File: src/rtl/o_feature_store_pkg.sv
// Shared defaults, FSM state encoding and lane helper for the output feature store.
package o_feature_store_pkg;

    localparam int unsigned FEATURE_WIDTH_DEF  = 16;
    localparam int unsigned DATA_BUS_WIDTH_DEF = 128;
    localparam int unsigned ADDR_WIDTH_DEF     = 16;
    localparam int unsigned CNT_WIDTH_DEF      = 8;

    typedef enum logic [1:0] {
        StIdle  = 2'd0,
        StPack  = 2'd1,
        StWrite = 2'd2,
        StDone  = 2'd3
    } store_state_e;

    function automatic int unsigned lanes(int unsigned feature_width, int unsigned bus_width);
        return bus_width / feature_width;
    endfunction

endpackage

File: src/rtl/o_feature_packer.sv
// Packs accepted features into a bus word, lane 0 first, and holds the completed word
// (with its word_full flag) until the write is taken.
module o_feature_packer
    import o_feature_store_pkg::*;
#(
    parameter int unsigned FEATURE_WIDTH  = FEATURE_WIDTH_DEF,
    parameter int unsigned DATA_BUS_WIDTH = DATA_BUS_WIDTH_DEF
) (
    input  logic                      clk,
    input  logic                      rst,
    input  logic                      clear,
    input  logic                      accept,
    input  logic [FEATURE_WIDTH-1:0]  feature,
    input  logic                      word_taken,
    output logic                      last_accept,
    output logic                      word_full,
    output logic [DATA_BUS_WIDTH-1:0] word
);

    localparam int unsigned LANES  = lanes(FEATURE_WIDTH, DATA_BUS_WIDTH);
    localparam int unsigned LANE_W = (LANES > 1) ? $clog2(LANES) : 1;
    localparam logic [LANE_W-1:0] LAST_LANE = LANE_W'(LANES - 1);

    logic [LANE_W-1:0]         lane_q;
    logic [DATA_BUS_WIDTH-1:0] pack_q;
    logic [DATA_BUS_WIDTH-1:0] pack_d;

    assign last_accept = accept && (lane_q == LAST_LANE);

    always_comb begin
        pack_d = pack_q;
        pack_d[int'(lane_q) * FEATURE_WIDTH +: FEATURE_WIDTH] = feature;
    end

    always_ff @(posedge clk or posedge rst) begin
        if (rst) begin
            lane_q    <= '0;
            pack_q    <= '0;
            word_full <= 1'b0;
            word      <= '0;
        end else if (clear) begin
            lane_q    <= '0;
            word_full <= 1'b0;
        end else begin
            if (accept) begin
                pack_q <= pack_d;
                if (last_accept) begin
                    // Snapshot the finished word so the bus stays stable while the next one packs.
                    lane_q    <= '0;
                    word      <= pack_d;
                    word_full <= 1'b1;
                end else begin
                    lane_q <= lane_q + 1'b1;
                end
            end
            if (word_taken) begin
                word_full <= 1'b0;
            end
        end
    end

endmodule

File: src/rtl/o_feature_store.sv
// Drains adder-tree output features to external memory: packs LANES features per bus word
// and writes words to consecutive addresses, pulsing store_done when finished.
module o_feature_store
    import o_feature_store_pkg::*;
#(
    parameter int unsigned FEATURE_WIDTH  = FEATURE_WIDTH_DEF,
    parameter int unsigned DATA_BUS_WIDTH = DATA_BUS_WIDTH_DEF,
    parameter int unsigned ADDR_WIDTH     = ADDR_WIDTH_DEF,
    parameter int unsigned CNT_WIDTH      = CNT_WIDTH_DEF
) (
    input  logic                      clk,
    input  logic                      rst,
    input  logic                      store_enable,
    input  logic [ADDR_WIDTH-1:0]     dst_addr,
    input  logic [CNT_WIDTH-1:0]      store_count,
    input  logic [FEATURE_WIDTH-1:0]  feature_in,
    input  logic                      feature_valid,
    output logic                      feature_ready,
    output logic [DATA_BUS_WIDTH-1:0] o_data_bus_port,
    output logic [ADDR_WIDTH-1:0]     o_feature_addr,
    output logic                      o_feature_wr_en,
    input  logic                      o_wr_ready,
    output logic                      busy,
    output logic                      store_done
);

    store_state_e         state_q;
    logic [ADDR_WIDTH-1:0] addr_q;
    logic [CNT_WIDTH-1:0]  left_q;
    logic                  busy_q;
    logic                  done_q;
    logic                  start;
    logic                  accept;
    logic                  last_accept;
    logic                  wr_accept;

    assign feature_ready  = (state_q == StPack);
    assign accept         = feature_valid && feature_ready;
    assign wr_accept      = o_feature_wr_en && o_wr_ready;
    assign start          = store_enable && (state_q == StIdle);
    assign o_feature_addr = addr_q;
    assign busy           = busy_q;
    assign store_done     = done_q;

    o_feature_packer #(
        .FEATURE_WIDTH  (FEATURE_WIDTH),
        .DATA_BUS_WIDTH (DATA_BUS_WIDTH)
    ) u_packer (
        .clk         (clk),
        .rst         (rst),
        .clear       (start),
        .accept      (accept),
        .feature     (feature_in),
        .word_taken  (wr_accept),
        .last_accept (last_accept),
        .word_full   (o_feature_wr_en),
        .word        (o_data_bus_port)
    );

    always_ff @(posedge clk or posedge rst) begin
        if (rst) begin
            state_q <= StIdle;
            addr_q  <= '0;
            left_q  <= '0;
            busy_q  <= 1'b0;
            done_q  <= 1'b0;
        end else begin
            done_q <= 1'b0;
            unique case (state_q)
                StIdle: begin
                    if (store_enable) begin
                        addr_q <= dst_addr;
                        left_q <= store_count;
                        busy_q <= 1'b1;
                        if (store_count == '0) begin
                            state_q <= StDone;
                            done_q  <= 1'b1;
                        end else begin
                            state_q <= StPack;
                        end
                    end
                end
                StPack: begin
                    if (last_accept) begin
                        state_q <= StWrite;
                    end
                end
                StWrite: begin
                    if (wr_accept) begin
                        addr_q <= addr_q + 1'b1;
                        left_q <= left_q - 1'b1;
                        if (left_q == CNT_WIDTH'(1)) begin
                            state_q <= StDone;
                            done_q  <= 1'b1;
                        end else begin
                            state_q <= StPack;
                        end
                    end
                end
                StDone: begin
                    state_q <= StIdle;
                    busy_q  <= 1'b0;
                end
                default: state_q <= StIdle;
            endcase
        end
    end

endmodule

File: config.mk
export PLATFORM = sky130hd
export DESIGN_NAME = o_feature_store
export DESIGN_NICKNAME = d
export VERILOG_FILES = /design/src/rtl/o_feature_store_pkg.sv /design/src/rtl/o_feature_packer.sv /design/src/rtl/o_feature_store.sv
export SDC_FILE = /design/constraint.sdc
export NUM_CORES = 1
export LEC_CHECK = 0
export BUFFER_PORTS_ARGS = -buffer_cell sky130_fd_sc_hd__buf_4
export CORE_MARGIN = 2
export CORE_UTILIZATION = 45
export CTS_CLUSTER_SIZE = 28
export DETAILED_ROUTE_END_ITERATION = 12
export MAX_ROUTING_LAYER = met4
export PLACE_DENSITY_LB_ADDON = 0.12
export SYNTH_ARGS = -nofsm -noshare
export SYNTH_HDL_FRONTEND = slang
export SYNTH_SLANG_ARGS = --single-unit
File: constraint.sdc
create_clock -name clk -period 21 [get_ports clk]
set_clock_uncertainty 0.1 [all_clocks]
set_input_delay 2.1 -clock clk [delete_from_list [all_inputs] [get_ports clk]]
set_output_delay 2.1 -clock clk [all_outputs]
set_load 0.02 [all_outputs]
Yosys cells after proc, flatten, opt, wreduce, memory -nomap -nowiden

Cells that the tools add are included.

Logic and storage cells: 68
Input port bits: 45
Register bits after elaboration: 288
Output and inout bits: 148

Equality and inequality tests: 8
$add $sub $neg: 4
Bitwise gates (word level): 1
Muxes and demuxes: 27
Reductions and logical operators: 17
Shifts and indexed selects: 2

Operators by type and width:

| operator                                                                  | number |
|---|---|
| 128-bit bitwise mux                                                       | 1 |
| 16-bit by 34-bit variable shift with 128-bit output, first input constant | 1 |
| 16-bit by 34-bit indexed part select with 128-bit output                  | 1 |
| 7-bit negator with 34-bit output                                          | 1 |
| 16-bit two-way mux                                                        | 2 |
| 16-bit one-hot mux with 2 select lines                                    | 1 |
| 16-bit by 1-bit adder with 16-bit output, second input constant           | 1 |
| 8-bit two-way mux                                                         | 2 |
| 8-bit one-hot mux with 2 select lines                                     | 1 |
| 2-bit two-way mux                                                         | 5 |
| 1-bit two-way mux                                                         | 9 |
| 3-bit two-way mux                                                         | 3 |
| 3-bit AND reduction                                                       | 3 |
| 8-bit by 1-bit == test with 1-bit output, second input constant           | 1 |
| 8-bit logical NOT                                                         | 1 |
| 2-bit one-hot mux with 4 select lines                                     | 1 |
| 8-bit by 1-bit subtractor with 8-bit output, second input constant        | 1 |
| 2-bit AND reduction                                                       | 3 |
| 2-bit nonzero test                                                        | 3 |
| 3-bit nonzero test                                                        | 2 |
| 2-bit == test, second input constant                                      | 2 |
| 1-bit logical AND                                                         | 4 |
| 2-bit by 1-bit != test with 1-bit output, second input constant           | 2 |
| 1-bit one-hot mux with 2 select lines                                     | 2 |
| 6 further kinds                                                           | 6 |

Longest topological paths before layout

Depth in word-level cells: 7
Mapped depth: 11
Gate-level depth less buffers: 7

Hierarchy

Synthesis repeated with hierarchy kept, for this count alone.

Cell total of the unflattened synthesis: 1285
Area total of the unflattened synthesis: 13927.1 µm²

By module, submodules not included:

| module           | seq. area each (µm²) | times used | area each (µm²) | cells an instance |
|---|---|---|---|---|
| o_feature_packer | 6506.2               | 1          | 12244.2         | 1076 |
| o_feature_store  | 700.7                | 1          | 1682.9          | 209 |

Worst setup path before layout

Ideal clock, no wire load.

Path type: input to register
From: in feature_valid
To: reg u_packer.word[126]
Data required time: 20.774 ns
Cell stages on the path: 7
Arrival: 3.297 ns
Slack: 17.477 ns
Setup time: 0.126 ns
Buffers on the path: 4
Cells stage by stage: and3b_1 buf_2 nand2_1 buf_2 buf_4 buf_2 a221o_1

Cells in the longest elaborated chain, start to end: 3

Ends and longest elaborated chain:

| item                            | RTL line               | RTL |
|---|---|---|
| start, declared                 | o_feature_store.sv:17  | `input logic feature_valid,` |
| 1-bit logical AND *             | o_feature_store.sv:38  | `assign accept = feature_valid && feature_ready;` |
| 1-bit logical AND               | o_feature_packer.sv:28 | `assign last_accept = accept && (lane_q == LAST_LANE);` |
| 3-bit AND reduction (no line) * | -                      |  |
| end signal, assigned            | o_feature_packer.sv:50 | `word <= pack_d;` |
| end, declared                   | o_feature_packer.sv:17 | `output logic [DATA_BUS_WIDTH-1:0] word` |

Mark *: on every way between the ends. The rest lies on a longest branch, timed or not.
A chain may end at the register's enable or synchronous reset.

Final worst setup path

From: in feature_valid
To: reg u_packer.word[113]

The elaborated chain is that of the path after synthesis.

==> results.json <==
{
  "place_congestion": 0.827,
  "pin_count": 193,
  "cp.arrival_ns": 4.57,
  "synthXorXnorAreaFrac_pct": 0,
  "clock_sinks": 288,
  "synth_area_leader_cell": "dfrtp_1",
  "ctsResizeCount": 0,
  "syn_area_per_cell_um2": 9.93,
  "drive_above_1_share_pct": 20.1,
  "cts_buffers": 31,
  "ys.flop_type": "dfrtp_1",
  "hold_path.class": "reg2reg",
  "synth.distinct_cells": 51,
  "status": "completed",
  "die_y_um": 175,
  "fin_cells": 1869,
  "initial_core_util_pct": 45.8,
  "postRouteAntennaNets": 0,
  "finalHoldViolations": 0,
  "num_antenna_cells": 0,
  "fmax_ghz": 0.237,
  "post_cts_buffers": 0,
  "synth_adder_area_share_pct": 1.04,
  "nFillCells": 2616,
  "dp_hpwl_mm": 22.2,
  "grt_overflow": 0,
  "placement.io_buffers": 192,
  "worstSetupEndpointType": "flip-flop",
  "fin_setup_tns_ns": 0,
  "crit_path_start_kind": "input pin",
  "power_frac_seq_pct": 40.9,
  "dp.cells": 1819,
  "worstPathCellList": "buf_4, and3b_1, nand2_4, buf_4, nor2_1, a221o_1",
  "ir_worst_vdd_v": 0.0000777,
  "rsz0062_at_grt": "no",
  "die-width_um": 175,
  "setup_viol": 0,
  "reg2reg_slack_ns": 17.08,
  "cts_root_buf": "clkbuf_16",
  "slew_viol_final": 0,
  "worst-setup-path-type": "in2reg",
  "finalCriticalPeriod_ns": 4.22,
  "worstPathRequired_ns": 21.35,
  "post-route-period-util_pct": 20.1,
  "vias": 10237,
  "dr.pass1.iters": 5,
  "max_stage_delay_ns": 0.88,
  "maxCapViolCount": 0,
  "avgViaCountPerCell": 5.48,
  "comb_power_share_pct": 27.9,
  "cts_hold_buffers": 0,
  "synth_edf_count": 0,
  "synthMuxAreaShare_pct": 8.79,
  "core_um2": 28800,
  "fin_nets": 1524,
  "crit_top_cell": "buf_4",
  "power_switching_w": 0.000559,
  "swShare_pct": 33.8,
  "slew_headroom_pct": 22.2,
  "grt_antenna_before_repair": 0,
  "p_int_w": 0.00110,
  "die_area_um2": 30700,
  "worst_path_max_delay_cell": "buf_4",
  "synth_area_leaders": "dfrtp_1, o21ai_0, nand2_1",
  "clockBufferDepth": 3,
  "leakagePower_nw": 7.41,
  "tightest_slew_ns": 1.17,
  "rows": 62,
  "yosysMostFrequentCell": "dfrtp_1",
  "grt_usage_pct": 23.2,
  "drt_iter0_markers": 705,
  "ys_warn_count": 0,
  "syn_nets": 1383,
  "async_flop_share_pct": 100,
  "htree_num_levels": 1,
  "postSynthCellCount": 1327,
  "grt_max_degree": 137,
  "ys_ff_latch": 288,
  "grt_pass1_wl_mm": 55.0,
  "synth_simple_gate_area_share_pct": 17.0,
  "clk_pin_slew_ns": 0.07,
  "grt_pass1_vias": 9703,
  "synthTopCellsByCount": "dfrtp_1, nand2_1, o21ai_0",
  "drcViolationCount": 0,
  "p_clk_share_pct": 31.2,
  "insertion_delay_ns": 0.56,
  "worstPathMaxFanout": 106,
  "synth_area_um2": 13200,
  "synthToLayoutAreaGrowth_pct": 19.6,
  "wl_per_cell_um": 18.4,
  "ys_seq_area_share_pct": 54.7,
  "yosys.area.top_type_share_pct": 54.7,
  "synth_compound_area_share_pct": 14.7,
  "wl_mm": 34.3,
  "synth_top_family_by_area": "simple AND/OR/NAND/NOR gates",
  "p_per_area_nw_per_um2": 105,
  "cts_tree": "built"
}
## per-stage QoR
step           instance area (um2)  hold WS, ns  utilization, %  setup slack, ns  power (W)
6_report                     15800        0.373            54.8            16.78    0.00165
5_1_grt                      15800        0.387            54.8            16.22    0.00175
4_1_cts                      15800        0.377            54.8            16.55    0.00167
3_5_place_dp                 14800        0.363            51.5            15.96    0.00115
3_3_place_gp                 14800        0.354            51.5            15.92    0.00114
2_1_floorplan                13200        0.342               -            10.85    0.00100
## registers in the layout (all words and copies together), names as in the netlist
register and count:
u_packer.pack_q 128, u_packer.word 128, o_feature_addr 16, left_q 8, u_packer.lane_q 3, state_q 2, busy 1, store_done 1
u_packer.word_full 1
## per-layer routing
layer  global-route usage [%]  share of wire (%)  up-vias
li1                         -                  -     4939
met1                     34.1                 47     5009
met4                     4.58                1.5        0
met5                        -                  0        -
met2                     33.8                 45      250
met3                     4.07                5.8       39
## final timing paths
kind | start | to | cells after the start
max in group asynchronous | rst | u_packer.word[80]$_DFFE_PP0P_ | 4
hold reg to reg | u_packer.pack_q[85]$_DFFE_PP0N_ | u_packer.pack_q[85]$_DFFE_PP0N_ | 2
setup reg to reg | u_packer.lane_q[1]$_DFFE_PP0P_ | u_packer.word[15]$_DFFE_PP0P_ | 7
min in group asynchronous | rst | u_packer.pack_q[68]$_DFFE_PP0N_ | 2
hold / removal | u_packer.pack_q[85]$_DFFE_PP0N_ | u_packer.pack_q[85]$_DFFE_PP0N_ | 2
setup / recovery | feature_valid | u_packer.word[113]$_DFFE_PP0P_ | 6
## layout make-up
cell class,instances,area (um2),area share (%)
clock buffer,45,888,5.64
clock inverter,5,53.8,0.341
inverter,9,41.3,0.262
multi-input combinational,927,5510,34.9
sequential,288,7210,45.7
tap,384,480,3.05
timing repair buffer,211,1580,10.0
## critical path, delay by kind of cell
family,cells,cell delay (ns)
AND/OR/NAND/NOR,3,1.06
buffers and inverters,2,0.99
AO/OA/AOI/OAI,1,0.35
## power by group through the flow
stage | Combinational (W) | Clock (W) | Sequential (W)
final | 0.000462 | 0.000515 | 0.000677
after global routing | 0.000509 | 0.000551 | 0.000688
after CTS | 0.000462 | 0.000529 | 0.000676
after detailed placement | 0.000460 | 0 | 0.000685
after global placement | 0.000455 | 0 | 0.000683
after floorplan | 0.000317 | 0 | 0.000686
## kinds of logic after synthesis
family,after synthesis
compound gates,335
fa+ha+maj,11
buf+inv,112
flops,288
mux,108
simple gates,473
## cells in the final DEF (no fill, tap or decap), types with 3 or more instances in the layout
| master | count |
|---|---|
| a21oi_1 | 56 |
| a221o_1 | 26 |
| a22oi_1 | 4 |
| a2bb2oi_1 | 4 |
| and2_1 | 23 |
| and3_1 | 28 |
| buf_4 | 211 |
| clkbuf_1 | 8 |
| clkbuf_16 | 31 |
| clkbuf_8 | 6 |
| clkinv_2 | 3 |
| dfrtp_1 | 288 |
| ha_1 | 11 |
| inv_1 | 8 |
| mux2_2 | 22 |
| mux2_4 | 10 |
| mux2i_1 | 76 |
| nand2_1 | 242 |
| nand3_1 | 21 |
| nand3b_1 | 14 |
| nand4_1 | 10 |
| nand4b_1 | 6 |
| nor2_1 | 67 |
| nor3_1 | 7 |
| nor3b_1 | 30 |
| nor4_1 | 5 |
| o211ai_1 | 3 |
| o21ai_0 | 218 |
| o22ai_1 | 6 |
| o311ai_4 | 3 |
| o31ai_1 | 3 |
| or2_2 | 4 |
| or3_1 | 3 |
| or4_1 | 3 |
No activity file was read; power rests on OpenSTA's default activity.
